`config.mk`:
```
export PLATFORM = sky130hd
export DESIGN_NAME = concat_packer_flat
export DESIGN_NICKNAME = d
export VERILOG_FILES = /design/src/rtl/concat_packer_pkg.sv /design/src/rtl/concat_packer_if.sv /design/src/rtl/concat_lane_fill.sv /design/src/rtl/concat_packer.sv /design/src/flat_wrapper.sv
export SDC_FILE = /design/constraint.sdc
export NUM_CORES = 1
export LEC_CHECK = 0
export BUFFER_PORTS_ARGS = -buffer_cell sky130_fd_sc_hd__buf_2
export CAP_MARGIN = 15
export CORE_MARGIN = 8
export CORE_UTILIZATION = 48
export CTS_CLUSTER_DIAMETER = 40
export DETAILED_ROUTE_END_ITERATION = 12
export GPL_TIMING_DRIVEN = 0
export HOLD_SLACK_MARGIN = 0.05
export PLACE_DENSITY_LB_ADDON = 0.15
export SYNTH_ARGS = -nofsm -noshare
export SYNTH_HDL_FRONTEND = slang
export SYNTH_SLANG_ARGS = --single-unit
```
`constraint.sdc`:
```
create_clock -name clk -period 4.5 [get_ports clk]
set_input_delay 0.45 -clock clk [delete_from_list [all_inputs] [get_ports clk]]
set_output_delay 0.45 -clock clk [all_outputs]
set_load 0.02 [all_outputs]
```
`src/rtl/concat_packer_pkg.sv`:
```
// Shared types and widths for the concat_packer byte-to-word packer.
package concat_pkg;

  localparam int BYTE_W     = 8;
  localparam int WORD_BYTES = 4;
  localparam int WORD_W     = 32;

  typedef enum logic [1:0] {
    PACK4 = 2'd0,
    REP4  = 2'd1,
    PAIR  = 2'd2,
    RSVD  = 2'd3
  } mode_e;

  typedef enum logic [1:0] {
    FIRST   = 2'd0,
    COLLECT = 2'd1,
    HOLD    = 2'd2
  } state_e;

endpackage

```
`src/rtl/concat_packer_if.sv`:
```
// Byte-in / word-out handshake bundle; the packer sits on the slave modport.
interface concat_packer_if;
  import concat_pkg::*;

  logic              in_valid;
  logic              in_ready;
  logic [BYTE_W-1:0] in_data;
  logic [1:0]        in_mode;
  logic              in_last;
  logic              out_valid;
  logic              out_ready;
  logic [WORD_W-1:0] out_word;
  logic [2:0]        out_count;
  logic              out_err;

  modport master (
    output in_valid, in_data, in_mode, in_last, out_ready,
    input  in_ready, out_valid, out_word, out_count, out_err
  );

  modport slave (
    input  in_valid, in_data, in_mode, in_last, out_ready,
    output in_ready, out_valid, out_word, out_count, out_err
  );

endinterface

```
`src/rtl/concat_lane_fill.sv`:
```
// Combinational lane mapper: turns captured bytes, mode and byte count into the output word.
module concat_lane_fill
  import concat_pkg::*;
(
  input  mode_e             mode,
  input  logic [WORD_W-1:0] bytes,
  input  logic [2:0]        count,
  input  logic [BYTE_W-1:0] pad,
  output logic [WORD_W-1:0] word
);

  logic [BYTE_W-1:0] b1;
  logic [BYTE_W-1:0] b0;

  assign b1 = bytes[WORD_W-1 -: BYTE_W];
  assign b0 = bytes[WORD_W-1-BYTE_W -: BYTE_W];

  always_comb begin
    // NOTE: default assignment first so every path drives word and no latch is inferred.
    word = '0;
    unique case (mode)
      PACK4: begin
        for (int k = 0; k < WORD_BYTES; k++) begin
          word[WORD_W-1-k*BYTE_W -: BYTE_W] =
            (3'(k) < count) ? bytes[WORD_W-1-k*BYTE_W -: BYTE_W] : pad;
        end
      end
      REP4, RSVD: word = {WORD_BYTES{b1}};
      PAIR:       word = (count == 3'd1) ? {2{b1, pad}} : {2{b1, b0}};
      default:    word = '0;
    endcase
  end

endmodule

```
`src/rtl/concat_packer.sv`:
```
// Byte packer top: FSM, partial-word capture and output handshake.
// HOLD means a finished word is waiting and nothing new is in progress; it accepts first bytes like FIRST.
module concat_packer
  import concat_pkg::*;
#(
  parameter logic [BYTE_W-1:0] PAD_BYTE = 8'h00
) (
  input logic            clk,
  input logic            rst_n,
  concat_packer_if.slave bus
);

  state_e            state;
  mode_e             mode_q;
  logic [2:0]        idx;
  logic [WORD_W-1:0] partial;
  logic [WORD_W-1:0] word_q;
  logic [2:0]        count_q;
  logic              err_q;

  logic              in_ready;
  logic              accept;
  logic              take;
  logic              first;
  mode_e             cur_mode;
  logic [1:0]        lane;
  logic [2:0]        new_count;
  logic [WORD_W-1:0] merged;
  logic              ends_word;
  logic              complete;
  logic [WORD_W-1:0] fill_word;

  assign in_ready      = (state != HOLD) || bus.out_ready;
  assign bus.in_ready  = in_ready;
  assign bus.out_valid = (state == HOLD);
  assign bus.out_word  = word_q;
  assign bus.out_count = count_q;
  assign bus.out_err   = err_q;

  assign accept    = bus.in_valid && in_ready;
  assign take      = (state == HOLD) && bus.out_ready;
  assign first     = (state != COLLECT);
  assign cur_mode  = first ? mode_e'(bus.in_mode) : mode_q;
  assign lane      = first ? 2'd0 : idx[1:0];
  assign new_count = first ? 3'd1 : idx + 3'd1;

  always_comb begin
    merged = first ? '0 : partial;
    merged[WORD_W-1-int'(lane)*BYTE_W -: BYTE_W] = bus.in_data;
  end

  always_comb begin
    ends_word = 1'b0;
    unique case (cur_mode)
      PACK4:      ends_word = bus.in_last || (new_count == 3'(WORD_BYTES));
      REP4, RSVD: ends_word = 1'b1;
      PAIR:       ends_word = bus.in_last || (new_count == 3'd2);
      default:    ends_word = 1'b1;
    endcase
  end

  assign complete = accept && ends_word;

  concat_lane_fill u_lane_fill (
    .mode  (cur_mode),
    .bytes (merged),
    .count (new_count),
    .pad   (PAD_BYTE),
    .word  (fill_word)
  );

  // NOTE: every register here is control or a single word, so all of it takes the async reset.
  always_ff @(posedge clk or negedge rst_n) begin
    if (!rst_n) begin
      state   <= FIRST;
      mode_q  <= PACK4;
      idx     <= '0;
      partial <= '0;
      word_q  <= '0;
      count_q <= '0;
      err_q   <= 1'b0;
    end else if (complete) begin
      // NOTE: non-blocking so every flop samples the pre-edge values regardless of statement order.
      state   <= HOLD;
      idx     <= '0;
      partial <= '0;
      word_q  <= fill_word;
      count_q <= new_count;
      err_q   <= (cur_mode == RSVD);
    end else if (accept) begin
      state   <= COLLECT;
      idx     <= new_count;
      partial <= merged;
      if (first) mode_q <= cur_mode;
    end else if (take) begin
      state <= FIRST;
    end
  end

endmodule

```
`src/flat_wrapper.sv`:
```
// flat-port wrapper written by rule: the top's interface ports become plain ports
module concat_packer_flat import concat_pkg::*;
#(
  parameter logic [BYTE_W-1:0] PAD_BYTE = 8'h00
)
  (clk, rst_n, bus_in_valid, bus_in_data, bus_in_mode, bus_in_last, bus_out_ready, bus_in_ready, bus_out_valid, bus_out_word, bus_out_count, bus_out_err);
  concat_packer_if bus_i ();
  input logic clk;
  input logic rst_n;
  input wire logic [$bits(bus_i.in_valid)-1:0] bus_in_valid;
  input wire logic [$bits(bus_i.in_data)-1:0] bus_in_data;
  input wire logic [$bits(bus_i.in_mode)-1:0] bus_in_mode;
  input wire logic [$bits(bus_i.in_last)-1:0] bus_in_last;
  input wire logic [$bits(bus_i.out_ready)-1:0] bus_out_ready;
  output wire logic [$bits(bus_i.in_ready)-1:0] bus_in_ready;
  output wire logic [$bits(bus_i.out_valid)-1:0] bus_out_valid;
  output wire logic [$bits(bus_i.out_word)-1:0] bus_out_word;
  output wire logic [$bits(bus_i.out_count)-1:0] bus_out_count;
  output wire logic [$bits(bus_i.out_err)-1:0] bus_out_err;
  assign bus_i.in_valid = bus_in_valid;
  assign bus_i.in_data = bus_in_data;
  assign bus_i.in_mode = bus_in_mode;
  assign bus_i.in_last = bus_in_last;
  assign bus_i.out_ready = bus_out_ready;
  assign bus_in_ready = bus_i.in_ready;
  assign bus_out_valid = bus_i.out_valid;
  assign bus_out_word = bus_i.out_word;
  assign bus_out_count = bus_i.out_count;
  assign bus_out_err = bus_i.out_err;
  concat_packer #(.PAD_BYTE(PAD_BYTE)) u_core (.clk(clk), .rst_n(rst_n), .bus(bus_i));
endmodule
```
==> impl_metrics.csv, run 1 <==
group,metric,value,unit
timing,max_freq,327,MHz
floorplanning,fp.dieW,103,um
clocking,cts_root_buf,"clkbuf_8",
logic_synthesis,synthTopCellsByArea,"dfrtp_1 (52%), mux2i_1 (9.6%), mux2_2 (8.4%)",
clocking,cts_sinks,75,
logic_synthesis,ys_warn_count,0,
placement,post-dp-hpwl,6850,um
clocking,hold_buffers,1,
detailed_routing,antenna_left,0,
detailed_routing,wl_per_cell,20.0,um
layout,multiInputGateArea,1680,um^2
detailed_routing,dr.pass1.iters,4,
power,p_switching,568,uW
global_routing,grt_usage,19.7,%
clocking,cts_tree,"yes",
detailed_routing,drc_errors,0,
outcome,outcome,"complete, no violations",
setup_path,worstSetupPathType,"reg2reg",
clocking,cts_setup_buffers,0,
logic_synthesis,ys_top_cells_by_count,"dfrtp_1 (75), mux2i_1 (35), nand2_1 (34), o21ai_0 (32), mux2_2 (27)",
timing,hold_viol,0,
power,powerDensity,407,nW/um^2
logic_synthesis,synth_top_cell_area_share,51.7,%
timing,finalClockSkew,0.00604,ns
power,clock_power_share,29.5,%
logic_synthesis,ys_seq_area_share,51.7,%
flow_run,drv_cap,0,
global_routing,grt_pass1_vias,2956,
power,intPower,1.16,mW
worst_hold_path,hp-class,"in2reg",
global_routing,antenna_found_initial,0,
power,combPwrFrac,24.7,%
layout,regArea,1880,um^2
floorplanning,fp.dieH,103,um
timing,post-route-period-util,67.9,%
worst_hold_path,min_from,"bus_in_valid",
timing,whs,0.303,ns
setup_path,startpoint,"u_core.idx[0]",
timing,slew_headroom,25.9,%
power,switching_share,32.8,%
setup_path,regToRegStartpoint,"u_core.idx[0]",
global_routing,met2_usage,28.4,%
detailed_routing,num_vias,2894,
logic_synthesis,synth_edf_count,0,
clocking,path_clk_slew,0.08,ns
clocking,cts_resized,0,
detailed_routing,via_per_inst,5.94,
floorplanning,rows,31,
clocking,cts_made_buffers,9,
logic_synthesis,ys_types,36,
timing,finalSetupTns,0,ns
floorplanning,initial_core_util,49.8,%
setup_path,cp-start-kind,"flop",
logic_synthesis,syn_area,3630,um^2
power,ir_worst_vdd,0.192,mV
logic_synthesis,synthCells,318,
global_routing,busiest_layer,"met2",
setup_path,crit_fanout,10,
floorplanning,core,7290,um^2
power,p_leak,2.02,nW
logic_synthesis,synth.avg_cell_area,11.4,um^2
logic_synthesis,synthFlopType,"dfrtp_1",
placement,place_congestion,0.922,
setup_path,critPathCaptureType,"flop",
timing,drv_slew,0,
setup_path,arrival,3.29,ns
placement,portBuffers,52,
layout,area_growth,17.2,%
power,p_seq_share,45.8,%
layout,n_fill_cell,683,
layout,post_route_cells_drive_above_1_share,27.6,%
floorplanning,ios,53,
logic_synthesis,synth_fp_nets,334,
clocking,clock_latency,0.35,ns
global_routing,gr-total-overflow,0,
clocking,cts.htree.levels,3,
global_routing,grtUsageMet1,27.5,%
setup_path,crit_required,4.73,ns
timing,rsz0062_at_grt,"false",
timing,setup_violations,0,
timing,min_period,3.06,ns
clocking,clockBufferDepth,2,
global_routing,use_met3,4.86,%
detailed_routing,routed_wl,9730,um
logic_synthesis,ys_ff_latch,75,
logic_synthesis,yosysMostFrequentCell,"dfrtp_1",
layout,num-nets-final,399,
global_routing,grt_pass1_wl,15800,um
layout,n_antenna_cell,0,
timing,worst_pin_slew,1.10,ns
logic_synthesis,synth_top_area_cell,"dfrtp_1",
detailed_routing,drtIter0Drc,230,
global_routing,grt_max_degree,58,
logic_synthesis,synthArstFlopShare,100,%
floorplanning,die-area,10600,um^2
-- cells in the final DEF, fill, tap and decap left out, types with 9 or more instances in the layout --
cell type / count
clkbuf_8: 9
clkbuf_1: 15
buf_2: 53
o41ai_1: 9
o31ai_1: 10
mux2i_1: 35
nand2_1: 34
nand2b_1: 12
o221ai_1: 16
mux2_2: 27
dfrtp_1: 75
o21ai_0: 32
-- metrics by stage --
stage	setup slack, ns	power (mW)	util, %	area (um^2)	std cells
4_1_cts	1.47	1.75	58.4	4260	487
6_report	1.44	1.73	58.4	4260	487
3_5_place_dp	1.47	1.24	55.6	4050	470
3_3_place_gp	1.54	1.23	55.1	4020	469
2_1_floorplan	2.03	1.07	-	3630	318
5_1_grt	1.32	1.82	58.4	4260	487
-- cell type report --
type | count | area share (%)
inverters | 2 | 0.176
plain buffers | 20 | 1.82
multi-input cells | 221 | 39.4
repair buffers | 54 | 7.06
flip-flops and latches | 75 | 44.1
well taps | 99 | 2.91
clock inverters | 7 | 1.62
clock buffers | 9 | 2.91
-- worst paths after layout --
kind	endpoint	slack (ns)	cells past startpoint
max	u_core.bus.out_word[16]	1.44	7
min	u_core.state[0]	0.30	2
max reg2reg	u_core.bus.out_word[16]	1.44	7
min reg2reg	u_core.partial[14]	0.48	2
max in group asynchronous	u_core.partial[22]	3.40	3
min in group asynchronous	u_core.state[1]	0.53	2
-- logic make-up after synthesis --
group	Yosys count	share of synthesized area, %
AOI/OAI and AO/OA	91	18.2
adders and majority gates	1	0.344
muxes	62	18.0
DFF	75	51.7
xor gates and xnor gates	1	0.448
and+or+nand+nor	66	8.96
buffers and inverters	22	2.34
-- worst max-delay path, stage by stage (launching register included) --
cell	delay [ns]
dfrtp_1	0.42
ha_1	0.27
xor2_2	0.35
mux2i_1	0.48
a311oi_2	0.25
nor2_2	0.36
buf_2	0.41
mux2_2	0.38
-- per-layer routing --
layer / routed length (um) / up-vias / share of wire (%)
li1: - / 1338 / -
met1: 4480 / 1444 / 46
met2: 4320 / 92 / 44
met3: 667 / 20 / 6.9
met4: 263 / 0 / 2.7
met5: 0 / - / 0
-- flip-flops by register name (all words and copies together) (netlist names) --
| signal | count |
|---|---|
| u_core.idx | 3 |
| u_core.bus.out_word | 32 |
| u_core.state | 2 |
| u_core.mode_q | 2 |
| u_core.partial | 32 |
| u_core.bus.out_err | 1 |
| u_core.bus.out_count | 3 |
-- power groups by stage --
stage	Clock (mW)	Sequential (mW)	Combinational (mW)
final	0.511	0.792	0.427
after CTS	0.526	0.794	0.432
after global placement	0	0.803	0.423
after detailed placement	0	0.806	0.430
after floorplan	0	0.883	0.190
after global routing	0.557	0.805	0.461
No activity file was read; power rests on OpenSTA's default activity.
==> run 2: changes to the inputs <==
==> constraint.sdc (replaced) <==
create_clock -name clk -period 2.6 [get_ports clk]
set_input_delay 0.26 -clock clk [delete_from_list [all_inputs] [get_ports clk]]
set_output_delay 0.26 -clock clk [all_outputs]
set_load 0.02 [all_outputs]
==> impl_metrics.csv, run 2 (synthesized netlist as in run 1, its figures left out) <==
group,metric,value,unit
setup_path,crit_required,2.88,ns
detailed_routing,antenna_left,0,
clocking,cts_sinks,75,
timing,finalClockSkew,0.00729,ns
clocking,path_clk_slew,0.08,ns
detailed_routing,dr.pass1.iters,5,
global_routing,grt_usage,20.1,%
placement,place_congestion,0.922,
detailed_routing,drc_errors,0,
timing,finalSetupTns,0,ns
clocking,cts_tree,"yes",
timing,drv_slew,0,
detailed_routing,num_vias,2947,
setup_path,arrival,2.71,ns
timing,setup_violations,0,
floorplanning,die-area,10600,um^2
clocking,cts_made_buffers,9,
timing,max_freq,411,MHz
floorplanning,fp.dieH,103,um
timing,whs,0.109,ns
layout,post_route_cells_drive_above_1_share,31.5,%
global_routing,gr-total-overflow,0,
layout,stdcell_area,4390,um^2
clocking,clock_latency,0.35,ns
clocking,clockBufferDepth,2,
power,ir_worst_vdd,0.338,mV
setup_path,worstSetupPathType,"reg2reg",
layout,n_antenna_cell,0,
outcome,outcome,"complete, no violations",
timing,min_period,2.43,ns
timing,rsz0062_at_grt,"false",
clocking,cts_root_buf,"clkbuf_8",
placement,post-dp-hpwl,6850,um
power,p_total,3.04,mW
layout,area_growth,20.7,%
placement,place_area,4050,um^2
global_routing,grt_pass1_vias,2979,
setup_path,cp-start-kind,"flop",
floorplanning,initial_core_util,49.8,%
floorplanning,fp.dieW,103,um
flow_run,drv_cap,0,
setup_path,crit_fanout,10,
layout,final_cell_mix,"dfrtp_1 (75), buf_2 (51), nand2_1 (33), o21ai_0 (31), mux2_2 (27)",
global_routing,grt_max_degree,58,
power,powerDensity,694,nW/um^2
placement,portBuffers,52,
power,p_leak,2.06,nW
timing,worst_pin_slew,0.910,ns
worst_hold_path,hp-class,"in2reg",
layout,num-nets-final,401,
detailed_routing,routed_wl,9920,um
detailed_routing,wl_per_cell,20.3,um
timing,hold_viol,0,
floorplanning,rows,31,
floorplanning,ios,53,
global_routing,grt_pass1_wl,16100,um
global_routing,antenna_found_initial,0,
layout,final_common_cell,"dfrtp_1",
clocking,cts.htree.levels,3,
detailed_routing,drtIter0Drc,210,
timing,slew_headroom,38.8,%
detailed_routing,via_per_inst,6.03,
floorplanning,core,7290,um^2
setup_path,critPathCaptureType,"flop",
timing,post-route-period-util,93.5,%
## run 2: layout make-up
| type | count | area, um^2 |
|---|---|---|
| multi-input combinational | 221 | 1770 |
| sequential | 75 | 1880 |
| tap | 99 | 124 |
| timing repair buffer | 57 | 335 |
| clock inverter | 7 | 68.8 |
| inverter | 2 | 7.51 |
| fill | 673 | 2910 |
| clock buffer | 9 | 124 |
| buffer | 19 | 80.1 |
## run 2: report_power, final
group	total, mW	internal (mW)	switching [mW]	leakage (nW)
Clock	0.890	0.440	0.450	0.0950
Sequential	1.37	1.30	0.0743	0.992
Combinational	0.778	0.295	0.483	0.977
Total	3.04	2.03	1.01	2.06
## run 2: path summary, 6_finish.rpt
kind	end	from	slack (ns)	cells after the start
setup / recovery	u_core.partial[2]	u_core.idx[0]	0.17	4
hold / removal	u_core.state[0]	bus_in_valid	0.11	2
setup reg to reg	u_core.partial[2]	u_core.idx[0]	0.17	4
hold reg to reg	u_core.partial[14]	u_core.partial[14]	0.48	2
max in group asynchronous	u_core.partial[19]	rst_n	1.69	3
min in group asynchronous	u_core.state[1]	rst_n	0.34	2
## run 2: per-layer routing
layer  wire, um  up-vias  global-route usage, %
met5          0        -                      0
met1       4480     1471                   27.7
met3        723       15                   4.73
met2       4540      119                   29.6
met4        175        0                   8.12
li1           -     1342                      -
## run 2: worst max-delay path: stages, from the launching register on
cell and delay (ns):
dfrtp_1 0.44, clkbuf_1 0.34, nand2_1 0.45, nor4_2 0.88, a22o_1 0.25
## run 2: timing repair
action / CTS / global route
buffers inserted: 1 / 2
pin swaps: 1 / 2
hold endpoints to repair: 18 / 0
hold buffers: 1 / 0
gates resized for setup: 12 / 11
cloned: 0 / 0
endpoints found under the setup margin: 36 / 33
## run 2: stage by stage
stage          utilization [%]  worst slack (ns)  instances
2_1_floorplan                -             0.126        318
3_3_place_gp              55.1            -0.356        469
3_5_place_dp              55.6            -0.427        470
4_1_cts                   59.4           0.00169        488
5_1_grt                   60.1            0.0286        489
6_report                  60.1             0.170        489
==> run 3: changes to the inputs <==
--- a/config.mk
+++ b/config.mk
@@ -14,6 +14,8 @@
 export GPL_TIMING_DRIVEN = 0
 export HOLD_SLACK_MARGIN = 0.05
 export PLACE_DENSITY_LB_ADDON = 0.15
+export RECOVER_POWER = 25
+export SLEW_MARGIN = 0
 export SYNTH_ARGS = -nofsm -noshare
 export SYNTH_HDL_FRONTEND = slang
 export SYNTH_SLANG_ARGS = --single-unit
==> impl_metrics.csv, run 3 (synthesized netlist as in run 1, its figures left out) <==
group,metric,value,unit
timing,rsz0062_at_grt,"false",
placement,place_area,4050,um^2
detailed_routing,num_vias,2942,
floorplanning,rows,31,
power,p_total,3.04,mW
layout,stdcell_area,4360,um^2
setup_path,critPathCaptureType,"flop",
floorplanning,core,7290,um^2
setup_path,arrival,2.66,ns
layout,area_growth,20.1,%
placement,portBuffers,52,
setup_path,worstSetupPathType,"reg2reg",
placement,place_congestion,0.922,
clocking,clock_latency,0.35,ns
setup_path,cp-start-kind,"flop",
timing,slew_headroom,31.9,%
setup_path,crit_fanout,10,
flow_run,drv_cap,0,
power,ir_worst_vdd,0.339,mV
global_routing,grt_pass1_wl,16100,um
placement,dp_slack,-0.427,ns
detailed_routing,antenna_left,0,
detailed_routing,via_per_inst,6.02,
detailed_routing,highest_layer,"met4",
detailed_routing,wl_per_cell,20.3,um
power,powerDensity,696,nW/um^2
timing,post-route-period-util,93.5,%
floorplanning,fp.dieH,103,um
timing,setup_ws,0.168,ns
detailed_routing,drtIter0Drc,187,
timing,hold_viol,0,
clocking,path_clk_slew,0.08,ns
detailed_routing,dr.pass1.iters,5,
clocking,cts_tree,"yes",
setup_path,crit_family,"multiplexers",
timing,max_freq,411,MHz
timing,drv_slew,0,
global_routing,grt_max_degree,58,
setup_path,cp_slowest_cell,"dfrtp_1",
layout,final_util,59.8,%
clocking,cts.htree.levels,3,
detailed_routing,drc_errors,0,
layout,post_route_cells_drive_above_1_share,31.3,%
setup_path,path_cells,"ha_2 -> xor2_4 -> mux2i_4 -> a311oi_4 -> nor2_4 -> buf_4 -> mux2_2",
outcome,outcome,"complete, no violations",
detailed_routing,routed_wl,9930,um
floorplanning,fp.dieW,103,um
layout,multiInputGateArea,1770,um^2
floorplanning,ios,53,
setup_path,critPathBufInv,1,
global_routing,grt_usage,20.1,%
worst_hold_path,hp-class,"in2reg",
global_routing,gr-total-overflow,0,
timing,setup_violations,0,
clocking,cts_root_buf,"clkbuf_8",
placement,post-dp-hpwl,6850,um
global_routing,antenna_found_initial,0,
layout,n_fill_cell,675,
layout,n_antenna_cell,0,
floorplanning,die-area,10600,um^2
detailed_routing,wl_met1,4550,um
setup_path,crit_required,2.83,ns
timing,worst_pin_slew,1.02,ns
timing,min_period,2.43,ns
setup_path,slowest_delay,0.44,ns
layout,regArea,1880,um^2
clocking,cts_made_buffers,9,
timing,finalClockSkew,0.00688,ns
clocking,cts_sinks,75,
detailed_routing,route.met3.wl,694,um
layout,final_common_cell,"dfrtp_1",
clocking,clockBufferDepth,2,
timing,finalSetupTns,0,ns
global_routing,grt_pass1_vias,2979,
power,p_leak,2.05,nW
floorplanning,initial_core_util,49.8,%
layout,final_cell_mix,"dfrtp_1 (75), buf_2 (51), nand2_1 (33), o21ai_0 (31), mux2_2 (27)",
layout,num-nets-final,401,
detailed_routing,dr_wl_met2,4490,um
==> run 3: changes by cell type in the layout (fill, tap and decap cells not counted), sizes merged <==
cell and delta:
buf -2, clkbuf +2
==> run 3: final timing paths <==
kind	startpoint	end	slack, ns	depth (start not counted)
min in group asynchronous	rst_n	u_core.state[1]	0.61	2
worst max register to register	u_core.idx[0]	u_core.bus.out_word[18]	0.17	7
max in group asynchronous	rst_n	u_core.partial[19]	0.55	3
worst max-delay path	u_core.idx[0]	u_core.bus.out_word[18]	0.17	7
worst min-delay path	bus_in_valid	u_core.state[0]	0.11	2
worst min register to register	u_core.partial[14]	u_core.partial[14]	0.48	2
==> run 3: repair_timing <==
| item | 4_1_cts | 5_1_grt |
|---|---|---|
| pin swaps | 1 | 2 |
| cloned | 0 | 0 |
| hold buffers | 1 | 0 |
| resized for setup | 12 | 11 |
| endpoints found under the hold margin | 18 | 0 |
| setup buffers | 1 | 2 |
| endpoints found under the setup margin | 36 | 33 |
==> run 3: through the flow <==
stage                     hold slack, ns  cells
after detailed placement           0.163    470
after global routing               0.129    489
after global placement             0.460    469
final                              0.109    489
after CTS                          0.101    488
after floorplan                  -0.0356    318
==> run 3: final cells by class <==
class	instances	share of cell area, %
buffer	19	1.84
clock buffer	9	2.84
clock inverter	7	1.58
inverter	2	0.172
multi-input combinational	221	40.6
sequential	75	43.0
tap	99	2.84
timing repair buffer	57	7.14
==> run 3: power by group <==
group          switching, mW  leakage [nW]  internal (mW)  total (mW)
Combinational          0.482         0.966          0.291       0.773
Sequential            0.0747         0.992           1.30        1.37
Clock                  0.450        0.0950          0.440       0.889
==> run 3: metal layers <==
metal	GRT usage, %	vias to the layer above
met1	27.7	1485
met5	0	-
met4	8.12	0
met2	29.6	104
li1	-	1336
met3	4.73	17
